`config.mk`:
```
export PLATFORM = sky130hd
export DESIGN_NAME = ysyx_040750_div_ctrl
export DESIGN_NICKNAME = d
export VERILOG_FILES = /design/src/rtl/ysyx_040750_div_ctrl.sv
export SDC_FILE = /design/constraint.sdc
export NUM_CORES = 1
export LEC_CHECK = 0
export BUFFER_PORTS_ARGS = -buffer_cell sky130_fd_sc_hd__clkbuf_2
export CAP_MARGIN = 20
export CELL_PAD_IN_SITES_DETAIL_PLACEMENT = 2
export CELL_PAD_IN_SITES_GLOBAL_PLACEMENT = 2
export CORE_ASPECT_RATIO = 1.25
export CORE_MARGIN = 10
export CORE_UTILIZATION = 18
export DETAILED_ROUTE_END_ITERATION = 10
export PLACE_DENSITY_LB_ADDON = 0.2
export SLEW_MARGIN = 20
export SYNTH_ARGS = -nofsm -noshare
export SYNTH_HDL_FRONTEND = slang
export SYNTH_SLANG_ARGS = --single-unit
```
`constraint.sdc`:
```
create_clock -name clk -period 2.7 [get_ports clk]
set_input_delay 0.54 -clock clk [delete_from_list [all_inputs] [get_ports clk]]
set_output_delay 0.54 -clock clk [all_outputs]
set_load 0.05 [all_outputs]
```
`src/rtl/ysyx_040750_div_ctrl.sv`:
```
// EX-stage front end for the radix-2 divider: operand prep, zero/overflow short-cut,
// issue, result capture and hold. Optional one-entry cache: YSYX_040750_DIV_CACHE_EN.
//
// state | meaning
// IDLE  | ready to accept a new op
// BUSY  | divider running, result wanted
// DRAIN | flushed while divider running; wait out its Q_valid
// DONE  | result held on out_valid until out_ready or flush
module ysyx_040750_div_ctrl #(
   parameter int XLEN = 64
) (
   input  logic            clk,
   input  logic            rst,
   input  logic            in_valid,
   output logic            in_ready,
   input  logic [2:0]      funct3,
   input  logic            is_word,
   input  logic [XLEN-1:0] src1,
   input  logic [XLEN-1:0] src2,
   input  logic            flush,
   output logic            out_valid,
   input  logic            out_ready,
   output logic [XLEN-1:0] result,
   output logic            div_valid,
   output logic            div_signed,
   output logic [XLEN-1:0] div_a,
   output logic [XLEN-1:0] div_b,
   input  logic [XLEN-1:0] div_q,
   input  logic [XLEN-1:0] div_r,
   input  logic            div_qv
);
   typedef enum logic [1:0] {S_IDLE, S_BUSY, S_DRAIN, S_DONE} state_e;

   state_e          state_q, state_d;
   logic [XLEN-1:0] result_q, result_d;
   logic            rem_q, rem_d;
   logic            word_q, word_d;

   logic            sgn, is_zero, is_ovf, fast, accept, cache_hit, unused_f3;
   logic [XLEN-1:0] a_prep, b_prep, min_neg, fast_q, fast_r, hit_q, hit_r;

   function automatic logic [XLEN-1:0] fin(input logic [XLEN-1:0] v, input logic w);
      return w ? {{(XLEN-32){v[31]}}, v[31:0]} : v;
   endfunction

   assign unused_f3 = funct3[2];
   assign sgn       = ~funct3[0];

   always_comb begin
      a_prep = src1;
      b_prep = src2;
      if (is_word) begin
         a_prep = {{(XLEN-32){sgn & src1[31]}}, src1[31:0]};
         b_prep = {{(XLEN-32){sgn & src2[31]}}, src2[31:0]};
      end
   end

   // Most-negative value of the active width, as seen after sign extension.
   assign min_neg = is_word ? {{(XLEN-31){1'b1}}, {31{1'b0}}} : {1'b1, {(XLEN-1){1'b0}}};
   assign is_zero = (b_prep == '0);
   assign is_ovf  = sgn & (a_prep == min_neg) & (b_prep == '1);
   assign fast    = is_zero | is_ovf | cache_hit;
   assign fast_q  = is_zero ? '1 : (is_ovf ? a_prep : hit_q);
   assign fast_r  = is_zero ? a_prep : (is_ovf ? '0 : hit_r);

   assign in_ready   = (state_q == S_IDLE);
   assign accept     = in_ready & in_valid & ~flush;
   assign div_valid  = accept & ~fast;
   assign div_signed = sgn;
   assign div_a      = a_prep;
   assign div_b      = b_prep;
   assign out_valid  = (state_q == S_DONE);
   assign result     = result_q;

   always_comb begin
      state_d  = state_q;
      result_d = result_q;
      rem_d    = rem_q;
      word_d   = word_q;
      case (state_q)
         S_IDLE: if (accept) begin
            if (fast) begin
               result_d = fin(funct3[1] ? fast_r : fast_q, is_word);
               state_d  = S_DONE;
            end else begin
               rem_d   = funct3[1];
               word_d  = is_word;
               state_d = S_BUSY;
            end
         end
         S_BUSY: if (div_qv) begin
            if (flush) begin
               state_d = S_IDLE;
            end else begin
               result_d = fin(rem_q ? div_r : div_q, word_q);
               state_d  = S_DONE;
            end
         end else if (flush) begin
            state_d = S_DRAIN;
         end
         S_DRAIN: if (div_qv) state_d = S_IDLE;
         S_DONE:  if (flush || out_ready) state_d = S_IDLE;
         default: state_d = S_IDLE;
      endcase
   end

   always_ff @(posedge clk) begin
      if (rst) begin
         state_q  <= S_IDLE;
         result_q <= '0;
         rem_q    <= 1'b0;
         word_q   <= 1'b0;
      end else begin
         state_q  <= state_d;
         result_q <= result_d;
         rem_q    <= rem_d;
         word_q   <= word_d;
      end
   end

`ifdef YSYX_040750_DIV_CACHE_EN
   logic            iss_sgn_q, iss_sgn_d, c_valid_q, c_valid_d, c_sgn_q, c_sgn_d;
   logic            c_word_q, c_word_d;
   logic [XLEN-1:0] iss_a_q, iss_a_d, iss_b_q, iss_b_d;
   logic [XLEN-1:0] c_a_q, c_a_d, c_b_q, c_b_d, c_q_q, c_q_d, c_r_q, c_r_d;

   assign cache_hit = c_valid_q & (c_sgn_q == sgn) & (c_word_q == is_word) &
                      (c_a_q == a_prep) & (c_b_q == b_prep);
   assign hit_q = c_q_q;
   assign hit_r = c_r_q;

   // Any divider completion is a valid result worth keeping, flushed or not.
   always_comb begin
      iss_sgn_d = iss_sgn_q;
      iss_a_d   = iss_a_q;
      iss_b_d   = iss_b_q;
      c_valid_d = c_valid_q;
      c_sgn_d   = c_sgn_q;
      c_word_d  = c_word_q;
      c_a_d     = c_a_q;
      c_b_d     = c_b_q;
      c_q_d     = c_q_q;
      c_r_d     = c_r_q;
      if (div_valid) begin
         iss_sgn_d = sgn;
         iss_a_d   = a_prep;
         iss_b_d   = b_prep;
      end
      if (div_qv && (state_q == S_BUSY || state_q == S_DRAIN)) begin
         c_valid_d = 1'b1;
         c_sgn_d   = iss_sgn_q;
         c_word_d  = word_q;
         c_a_d     = iss_a_q;
         c_b_d     = iss_b_q;
         c_q_d     = div_q;
         c_r_d     = div_r;
      end
   end

   always_ff @(posedge clk) begin
      if (rst) begin
         iss_sgn_q <= 1'b0;
         iss_a_q   <= '0;
         iss_b_q   <= '0;
         c_valid_q <= 1'b0;
         c_sgn_q   <= 1'b0;
         c_word_q  <= 1'b0;
         c_a_q     <= '0;
         c_b_q     <= '0;
         c_q_q     <= '0;
         c_r_q     <= '0;
      end else begin
         iss_sgn_q <= iss_sgn_d;
         iss_a_q   <= iss_a_d;
         iss_b_q   <= iss_b_d;
         c_valid_q <= c_valid_d;
         c_sgn_q   <= c_sgn_d;
         c_word_q  <= c_word_d;
         c_a_q     <= c_a_d;
         c_b_q     <= c_b_d;
         c_q_q     <= c_q_d;
         c_r_q     <= c_r_d;
      end
   end
`else
   assign cache_hit = 1'b0;
   assign hit_q     = '0;
   assign hit_r     = '0;
`endif

endmodule

```
==> impl_results.md <==
* Status: finished with violations
* Failing checks: setup timing
* Port Buffers at 460
* Post-synthesis sequential area ratio at 23.8%
* Initial antenna violation count at 1
* Top cell type's share of synthesized area at 23.8%
* Critical path required time at 2.16 ns
* Startpoint Class: input pin
* CTS clk-pin slew, worst paths at around 0.06 ns
* Combinational share of power at a little over two fifths
* Tmin final at ~3.1 ns
* CP startpoint: src1[19]
* Power Density at around 370 nW/um^2
* Final count of hold timing violations at 0
* Wire per inst at approximately 23 um
* Internal power at about 2.6 mW
* Clock Power Share at between 30% and 40%
* Slew Limit Fails at 0
* CTS tree: built
* Largest net degree at the start of global routing at 34
* FF-to-FF Start: state_q[0]
* Fmax at approximately 320 MHz
* First-pass GRT wire length at between 50 and 60 mm
* # rows at 72
* RSZ-0062 raised after global routing: true
* Reg2Reg Setup Slack at between 0.5 and 0.6 ns
* Crit-path cells: buf_8 > or4bb_4 > or4_4 > a2111oi_4 > nand4_2 > and3_1 > clkbuf_8
* TNS Setup at -16.32 ns
* Min-delay src: result[33]
* Placed cell count at between 1500 and 2000
* Final cycle utilization of the critical path at 116%
* Pre-CTS setup slack at -0.819 ns
* Die Wd at 179 um
* Starting Density at between 10% and 20%
* Final HPWL DP at 32.7 mm
* Primary FF master, synth: dfxtp_1
* Hold_buf cts at 0
* Nets at about 1500
* Layout Cells excl Fill at 1665
* Synth top cells by count: o21ai_0, buf_4, dfxtp_1
* # fillers at 3619
* FF+latch count, synth at between 60 and 70
* GRT Overall Usage at between 10% and 20%
* Overall via count from detail_route at 7638
* Drt pass-1 iters at 4
* Max-capacitance violation count at 0
* Post-DRT Antenna Nets at 0
* Slew margin rel. at between 60% and 70%
* Worst-skew pair later-pin latency at roughly 0.34 ns
* Yosys warnings at 0
* Area grow syn2layout at 94.4%
* Starting DRT DRC Count at ~270
* Post-Syn Nets at 997
* Synth Area per Inst at roughly 7.8 sq um
* Core footprint at around 31000 sq um
* Worst Path Arrival at roughly 2.6 ns
* Distinct cell type count after synthesis at between 40 and 50
* Vias in the first global route at 8610
* Cells after Synth at roughly 730
* Seq pwr share at between 20% and 30%
* NetSw at 1.51 mW
* Post-Route WL at roughly 39 mm
* Fin util at ~36%
* Setup ws final at -0.430 ns
* Boundary Pins at roughly 460
* Most common cell in the netlist: o21ai_0
* Sw Ratio at approximately 37%
* Routability cong. at between 0.8 and 0.9
* CTS H-tree depth at 3
* Synth area leader: dfxtp_1
* Netlist Area Pre-Place at between 5000 and 6000 sq um
* Crit path kind: input pin to primary output
* Die ar. at around 39000 sq um
* Clock Root Buffer: clkbuf_16
* Leakage power at between 5 and 6 nW
* Drt drc at 0
* Max VDD drop at 0.000239 V
* FFs w/ async S/R, synth at 0%
* Synth top area cells: dfxtp_1, mux2i_1, o21ai_0
* Worst setup EP type: primary output
* Final setup viols at 65
* DR vias/cell at 4.59
* CP max stage cell: or4_4
* Min-Delay Path Class: flip-flop to flip-flop
* Skew final at 0.00548 ns
* Clock Sinks at between 60 and 70
* Post-synth EDFFs at 0
* Critical path's largest stage delay at around 0.57 ns
* CTS max path bufs at 2
* Worst Tran Pin Value at ~0.48 ns
* Fraction of layout cells with a size suffix above 1 at between 60 and 70%
* Die Y at between 200 and 250 um
* Critical-path maximum fanout at 2
* Grt ovf at 0
* CTS Buf Count at 9
## area by class of cell
type | count | area [sq um] | share of cell area (%)
timing repair buffer | 637 | 4990 | 44.9
multi-input combinational | 501 | 3790 | 34.1
sequential | 68 | 1370 | 12.3
tap | 407 | 509 | 4.58
clock buffer | 11 | 253 | 2.27
inverter | 35 | 131 | 1.18
clock inverter | 5 | 83.8 | 0.754
antenna | 1 | 2.50 | 0.0225
## cell usage in the layout (no fill, tap or decap), types with 3 or more instances in the layout
cell and instances:
clkbuf_2 394, buf_4 139, o21ai_0 105, buf_12 76, dfxtp_1 67, mux2i_1 65, nand2_1 36, inv_1 35
nand2b_1 34, mux2_2 32, a211oi_2 32, a32o_1 31, nor4_1 24, o21ai_1 23, nor2_1 20, nand4_1 16
clkbuf_16 16, nor2_2 13, nor2_4 13, buf_6 13, nor3_1 8, buf_8 6, or4_1 5, nor4_2 4
a21oi_1 4, clkbuf_8 3
## metrics by stage
step / instance area, sq um / power (mW) / hold WS (ns)
after floorplan: 5870 / 1.89 / 0.583
after CTS: 10600 / 4.16 / 0.457
after global routing: 11100 / 4.31 / 0.469
final: 11100 / 4.10 / 0.466
after global placement: 10100 / 2.73 / 0.446
after detailed placement: 10100 / 2.74 / 0.456
## power groups by stage
stage	Combinational, mW	Sequential [mW]	Clock, mW
finish	1.72	1.02	1.36
global route	1.82	1.02	1.47
CTS	1.73	1.02	1.41
detailed placement	1.70	1.04	0
global placement	1.68	1.04	0
floorplan	0.832	1.06	0
## flip-flops by register name (all words and copies together), names as in the netlist
| name | flops |
|---|---|
| rem_q | 1 |
| state_q | 2 |
| result | 64 |
| word_q | 1 |
## timing repair
item                                    4_1_cts  5_1_grt
buffers inserted                              4       21
endpoints found under the setup margin       67       65
gates resized for setup                      14       72
gates cloned                                  4        4
pin swaps                                     2       23
## worst paths after layout
path	endpoint	cells after the start
max reg2reg	result[9]	10
max	div_valid	7
min reg2reg	result[33]	1
min	result[33]	1
## critical path, delay by kind of cell
kind / cells / cell delay (ns)
and+or+nand+nor: 4 / 1.51
AOI/OAI and AO/OA: 1 / 0.25
buffers and inverters: 2 / 0.28
## kinds of logic (layout without fill, tap and decap cells)
| family | after synthesis | after routing | share of synthesized area (%) |
|---|---|---|---|
| other cells | 0 | 1 | 0 |
| xor+xnor | 1 | 1 | 0.153 |
| compound gates | 213 | 213 | 25.1 |
| simple gates | 190 | 190 | 17.8 |
| flops | 68 | 68 | 23.8 |
| mux | 97 | 97 | 17.7 |
| buf+inv | 162 | 688 | 15.5 |
## layer usage
| layer | part of all wire, % | track usage (%) | vias to the layer above |
|---|---|---|---|
| met4 | 1.6 | 4.61 | 2 |
| met2 | 53 | 35.1 | 258 |
| met1 | 39 | 20.6 | 3688 |
| met3 | 6.3 | 5.12 | 33 |
| li1 | - | - | 3657 |
| met5 | 0.033 | 0 | - |
Note: power is estimated with default switching activity, not from simulation.
